===== config.mk =====
export PLATFORM = sky130hd
export DESIGN_NAME = pipeline_hazard_ctrl
export DESIGN_NICKNAME = d
export VERILOG_FILES = /design/src/rtl/pipeline_hazard_ctrl.sv
export SDC_FILE = /design/constraint.sdc
export NUM_CORES = 1
export LEC_CHECK = 0
export ABC_CLOCK_PERIOD_IN_PS = 6550
export CELL_PAD_IN_SITES_DETAIL_PLACEMENT = 1
export CELL_PAD_IN_SITES_GLOBAL_PLACEMENT = 1
export CORE_AREA = 2 2 87 89
export CTS_BUF_LIST = sky130_fd_sc_hd__clkbuf_8
export CTS_CLUSTER_DIAMETER = 50
export DETAILED_ROUTE_END_ITERATION = 7
export DIE_AREA = 0 0 89 91
export DONT_BUFFER_PORTS = 1
export GPL_ROUTABILITY_DRIVEN = 0
export PLACE_DENSITY = 0.88
export SLEW_MARGIN = 20
export SYNTH_ARGS = -nofsm -noshare
export SYNTH_HDL_FRONTEND = slang
export SYNTH_SLANG_ARGS = --single-unit

===== constraint.sdc =====
create_clock -name clk -period 6.55 [get_ports clk]
set_clock_uncertainty 0.1 [all_clocks]
set_input_delay 0.655 -clock clk [delete_from_list [all_inputs] [get_ports clk]]
set_output_delay 0.655 -clock clk [all_outputs]
set_load 0.005 [all_outputs]

===== src/rtl/pipeline_hazard_ctrl.sv =====
// Hazard and sequencing controller for the 5-stage pipeline: per-register write
// scoreboard, RAW/full stalls, and branch flush sequencing beside decode.
module pipeline_hazard_ctrl #(
  parameter int NREG      = 16,
  parameter int AW        = 4,
  parameter int MAXPEND   = 3,
  parameter int FLUSH_CYC = 1
) (
  input  logic          clk,
  input  logic          rst,
  input  logic          d_valid,
  input  logic [AW-1:0] d_rs1,
  input  logic [AW-1:0] d_rs2,
  input  logic [AW-1:0] d_rd,
  input  logic          d_use_rs1,
  input  logic          d_use_rs2,
  input  logic          d_use_rd,
  input  logic          d_wre,
  input  logic          e_branch_taken,
  input  logic          wb_valid,
  input  logic          wb_wre,
  input  logic [AW-1:0] wb_rd,
  output logic          issue,
  output logic          stall_f,
  output logic          stall_fd,
  output logic          flush_fd,
  output logic          bubble_de,
  output logic [1:0]    state,
  output logic          err_underflow
);

  localparam int CW = (FLUSH_CYC < 2) ? 1 : $clog2(FLUSH_CYC + 1);

  typedef enum logic [1:0] {
    RUN   = 2'b00,
    FLUSH = 2'b01
  } state_t;

  state_t          state_q, state_n;
  logic [CW-1:0]   cnt_q, cnt_n;
  logic [1:0]      pend [NREG];
  logic            raw, full, hazard;
  logic            inc, dec;
  logic [NREG-1:0] inc_hit, dec_hit;

  assign state = state_q;

  // Hazard checks read only registered pend, so wb_* never reaches the stalls
  // combinationally; a retire at edge N frees decode from the cycle after N.
  assign raw = d_valid & ((d_use_rs1 & (pend[d_rs1] != 2'd0)) |
                          (d_use_rs2 & (pend[d_rs2] != 2'd0)) |
                          (d_use_rd  & (pend[d_rd]  != 2'd0)));
  assign full   = d_valid & d_wre & (pend[d_rd] == 2'(MAXPEND));
  assign hazard = raw | full;

  // Handshake: issue=1 means the decode instruction is captured by
  // DecodeExecute at the next rising edge; issue is never 1 while stalled,
  // flushing or in reset, and bubble_de is 1 whenever issue is 0.
  always_comb begin
    state_n   = state_q;
    cnt_n     = cnt_q;
    issue     = 1'b0;
    stall_f   = 1'b0;
    stall_fd  = 1'b0;
    flush_fd  = 1'b0;
    bubble_de = 1'b0;
    case (state_q)
      RUN: begin
        if (e_branch_taken) begin
          flush_fd  = 1'b1;
          bubble_de = 1'b1;
          if (FLUSH_CYC > 0) begin
            state_n = FLUSH;
            cnt_n   = CW'(FLUSH_CYC);
          end
        end else if (hazard) begin
          stall_f   = 1'b1;
          stall_fd  = 1'b1;
          bubble_de = 1'b1;
        end else begin
          issue     = d_valid;
          bubble_de = ~d_valid;
        end
      end
      FLUSH: begin
        flush_fd  = 1'b1;
        bubble_de = 1'b1;
        if (e_branch_taken) begin
          cnt_n = CW'(FLUSH_CYC);
        end else if (cnt_q <= CW'(1)) begin
          state_n = RUN;
          cnt_n   = '0;
        end else begin
          cnt_n = cnt_q - CW'(1);
        end
      end
      default: begin
        state_n = RUN;
        cnt_n   = '0;
      end
    endcase
    if (!rst) begin
      issue     = 1'b0;
      stall_f   = 1'b0;
      stall_fd  = 1'b0;
      flush_fd  = 1'b1;
      bubble_de = 1'b1;
    end
  end

  always_ff @(posedge clk) begin
    if (!rst) begin
      state_q <= RUN;
      cnt_q   <= '0;
    end else begin
      state_q <= state_n;
      cnt_q   <= cnt_n;
    end
  end

  assign inc = issue & d_wre;
  assign dec = wb_valid & wb_wre;

  always_comb begin
    inc_hit = '0;
    dec_hit = '0;
    for (int i = 0; i < NREG; i++) begin
      inc_hit[i] = inc & (d_rd == AW'(i));
      dec_hit[i] = dec & (wb_rd == AW'(i));
    end
  end

  // A matching issue and retire on one register cancel out.
  always_ff @(posedge clk) begin
    if (!rst) begin
      for (int i = 0; i < NREG; i++) pend[i] <= 2'd0;
      err_underflow <= 1'b0;
    end else begin
      if (dec && (pend[wb_rd] == 2'd0)) err_underflow <= 1'b1;
      for (int i = 0; i < NREG; i++) begin
        if (inc_hit[i] && !dec_hit[i] && (pend[i] != 2'd3))
          pend[i] <= pend[i] + 2'd1;
        else if (dec_hit[i] && !inc_hit[i] && (pend[i] != 2'd0))
          pend[i] <= pend[i] - 2'd1;
      end
    end
  end

endmodule


==> After elaboration in Yosys (flattened, before gate mapping) <==
Memories as Yosys holds them, arrays and structs flattened.
Index checks and enable logic that the tools add are counted.
{ "word_totals": {"wordCells": 454, "in_bits": 26, "register_bits": 4, "out_inout_bits": 8, "memories": 1, "ram_bits": 32} }
{ "mem_list": {"columns": ["memory", "words", "width", "read_ports", "rd_clocked_by_memory_dff", "wr", "line", "text"], "rows": [
  ["pend", 16, 2, 20, 0, 16, "41", "logic [1:0] pend [NREG];"]
]} }
{ "classes": {"reduce_logical": 121, "order_cmp": 1, "n_eq_ne": 51, "bitwise_logic": 76, "muxes": 168, "add_sub_neg": 33} }
{ "ops": {"columns": ["op", "n"], "rows": [
  ["$mux 1", 129],
  ["$mux 2", 35],
  ["$logic_and 1x1->1", 65],
  ["$eq 4x4->1 const B", 16],
  ["$and 1x1->1", 40],
  ["$ne 2x2->1 const B", 19],
  ["$reduce_bool 2->1", 19],
  ["$or 1x1->1", 35],
  ["$add 2x1->2 const B", 16],
  ["$eq 4x3->1 const B", 8],
  ["$logic_not 1->1", 32],
  ["$sub 2x1->2 const B", 16],
  ["$eq 4x2->1 const B", 4],
  ["$eq 4x1->1 const B", 2],
  ["$logic_not 4->1", 2],
  ["$pmux 1 s2", 3],
  ["$logic_not 2->1", 2],
  ["$pmux 2 s2", 1],
  ["$reduce_and 3->1", 1],
  ["$eq 2x1->1 const B", 1],
  ["$eq 2x2->1 const B", 1],
  ["$le 1x1->1 const B", 1],
  ["$not 1->1", 1],
  ["$sub 1x1->1 const B", 1]
]} }

==> Logic depth before layout (Yosys ltp) <==
An unclocked memory read counts as a cell.
{ "depth": {"word_depth": 21, "depth_mapped": 11, "mapped_depth_nobuf": 8} }

==> Least setup slack after synthesis <==
Ideal clock, no wire load.
{ "synth_timing": {"path_type": "input port to flip-flop", "startpoint": "input d_rd[0]", "endpoint": "memory pend[7][0] (enable)", "n_path_buf": 3, "path_stages": 11, "setup_ns": 0.273, "arrival_time_ns": 2.749, "setup_slack_ns": 3.427, "required_time_ns": 6.177, "path_cell_list": "buf_6 -> buf_6 -> mux4_2 -> a22oi_1 -> nand2_1 -> o21ai_1 -> nand2_1 -> buf_2 -> nor4_4 -> a2111o_2 -> nand3_1"} }
{ "synth_rtl": {"columns": ["item", "line", "text"], "rows": [
  ["start: declaration", "14", "input logic [AW-1:0] d_rd,"],
  ["end: declaration", "41", null]
]} }

==> flow_metrics.env <==
export IMPL_cts_tree="done"
export IMPL_clock_path_buffers=2
export IMPL_critPathArrivalTime_ps=2920
export IMPL_synth_warnings=0
export IMPL_max_cap_violations=0
export IMPL_finalHoldViolCount=0
export IMPL_slew_viol_final=0
export IMPL_multi_input_area_um2=2130
export IMPL_clock_root_buffer="clkbuf_8"
export IMPL_coreArea_um2=7137
export IMPL_cts_sinks=34
export IMPL_clk_insertion_delay_late_ps=290
export IMPL_final_cells=456
export IMPL_die_w_um=89
export IMPL_syn_num_nets=407
export IMPL_grt_usage_pct=26.83
export IMPL_ff_latch_area_um2=1001
export IMPL_fillers=877
export IMPL_routedWlPerCell_um=23.23
export IMPL_fin_hold_ws_ps=393.9
export IMPL_synth_top_flop_cell="edfxtp_1"
export IMPL_ios=34
export IMPL_grt_pass1_vias=3219
export IMPL_powerDensity_nw_per_um2=173.0
export IMPL_whs_path_depth=1
export IMPL_rsz0062_at_grt="false"
export IMPL_via_per_inst=7.035
export IMPL_dp_cells=448
export IMPL_synth_avg_cell_area_um2=8.735
export IMPL_io_buffers=0
export IMPL_cp_end_kind="output port"
export IMPL_yosys_top_cells_area="edfxtp_1, mux4_2, nand3_1"
export IMPL_hp_start="rst"
export IMPL_r2r_start="pend[13][0]"
export IMPL_worstSetupPathType="reg -> out"
export IMPL_r2r_worst_path_cells=9
export IMPL_n_antenna_cell=0
export IMPL_layout_nets=385
export IMPL_drcViolationCount=0
export IMPL_netlist_instances=378
export IMPL_slew_headroom_pct=41.19
export IMPL_placed_cell_area_um2=3288
export IMPL_synth_cell_area_um2=3302
export IMPL_cts_buffers=5
export IMPL_netlist_top_cells_count="nand3_1, nand2_1, edfxtp_1"
export IMPL_yosysUniqueCellTypes=59
export IMPL_power_leakage_nw=1.055
export IMPL_cts_resized=0
export IMPL_hp_class="in -> reg"
export IMPL_cts_hold_buffers_added=0
export IMPL_async_flop_share_pct=0
export IMPL_grt_overflow=0
export IMPL_tns_ps=0
export IMPL_stdcell_area_um2=3398
export IMPL_crit_fanout=11
export IMPL_drtAntennaViolNets=0
export IMPL_syn_to_final_growth_pct=2.918
export IMPL_dr_pass1_iters=5
export IMPL_grt_first_pass_wirelength_um=16730
export IMPL_fmax_ghz=0.2723
export IMPL_ys_seq_area_share_pct=30.31
export IMPL_antenna_found_initial=0
export IMPL_drive_gt1_share_pct=8.964
export IMPL_first_iter_violations=347
export IMPL_synth_area_leader_cell="edfxtp_1"
export IMPL_tightest_slew_ps=878.9
export IMPL_start_util_pct=46.27
export IMPL_dpl_hpwl_um=7873
export IMPL_clk_pin_slew_ps=80
export IMPL_fp_dieH_um=91
export IMPL_htreeDepth=2
export IMPL_die_area_um2=8099
export IMPL_finalCritPeriodShare_pct=56.06
export IMPL_synth_top_area_share_pct=29.10
export IMPL_post_cts_setup_buffers=0
export IMPL_startpoint="pend[13][0]"
export IMPL_outcome="finished clean"
export IMPL_rows=31
export IMPL_worstPathRequired_ps=5790
export IMPL_total_power_uw=587.8
export IMPL_vias=3208
export IMPL_drt_total_wl_um=10590
export IMPL_synth_most_common_cell="nand3_1"
export IMPL_synth_edff_count=32
export IMPL_irDropWorstVdd_mv=0.1124
export IMPL_grt_max_degree=43
export IMPL_crit_path_start_kind="flip-flop"
export IMPL_setup_viol=0
export IMPL_min_period_ps=3672
export IMPL_ys_ff_latch=34
-- metrics by stage --
step                worst slack [ps]  utilization, %
detailed placement              3120           46.07
finish                          2878           47.62
global route                    2740           47.62
CTS                             2913           47.62
global placement                3234           46.07
floorplan                       3427               -
-- routing by layer --
metal	up-vias	global-route usage [%]	part of all wire, %
met5	-	0	0
met4	0	10.07	3.0
met3	38	5.455	9.9
met1	1563	35.55	39
li1	1411	-	-
met2	196	42.85	48
-- final cells by class --
cell class,instances,share of cell area (%)
Clock inverter,3,1.215
Multi-Input combinational cell,307,62.67
Sequential cell,34,29.46
Timing Repair Buffer,1,0.2209
Clock buffer,5,2.025
Inverter,7,0.7732
Tap cell,99,3.645
-- cells in the final DEF (no fill, tap or decap), types with 4 or more instances in the layout --
master,netlist,layout
nand3_1,42,42
nand2_1,33,33
edfxtp_1,32,32
a21oi_1,26,26
nor3_1,25,25
nor2_1,24,24
mux4_2,15,15
nor2b_1,14,14
inv_1,7,8
o211ai_1,8,8
o21ai_0,7,7
nand3b_1,7,7
nand2b_1,6,6
mux2i_1,6,6
or2_1,5,5
a22oi_1,5,5
a221oi_1,5,5
xor2_1,5,5
a311oi_1,5,5
clkbuf_8,0,5
and2_1,4,4
o21ai_1,4,4
or3_1,4,4
a2111oi_0,4,4
a211oi_1,4,4
-- registers in the layout, indices dropped and copies added, names as in the netlist --
register,cells
pend,32
state,1
err_underflow,1
-- worst paths after layout --
path	end	slack, ps
worst min register to register	err_underflow	430
worst max register to register	pend[7][0]	3130
worst max-delay path	bubble_de	2880
worst min-delay path	state[0]	390
-- worst max-delay path: stages (launching register included) --
cell and delay, ps:
edfxtp_1 510, nor2_1 410, a21oi_1 140, mux4_2 490
mux2i_1 150, o22ai_1 90, buf_4 210, or2_1 330
nor2_1 210, inv_1 80
-- where the power goes --
part | internal, mW | switching (mW) | leakage (nW)
clock | 0.112 | 0.0847 | 0.0556
combinational | 0.0500 | 0.0659 | 0.654
sequential | 0.252 | 0.0228 | 0.345
total | 0.414 | 0.173 | 1.06
-- cell families after synthesis --
logic type	count (synthesis)	share of synthesized area [%]
other	1	0.1136
AOI/OAI and AO/OA	94	19.86
adders and majority gates	3	1.137
buffers and inverters	37	5.192
and+or+nand+nor	182	29.75
DFF	34	30.31
xor gates and xnor gates	6	1.591
muxes	21	12.05
(Power assumes the default switching activity.)
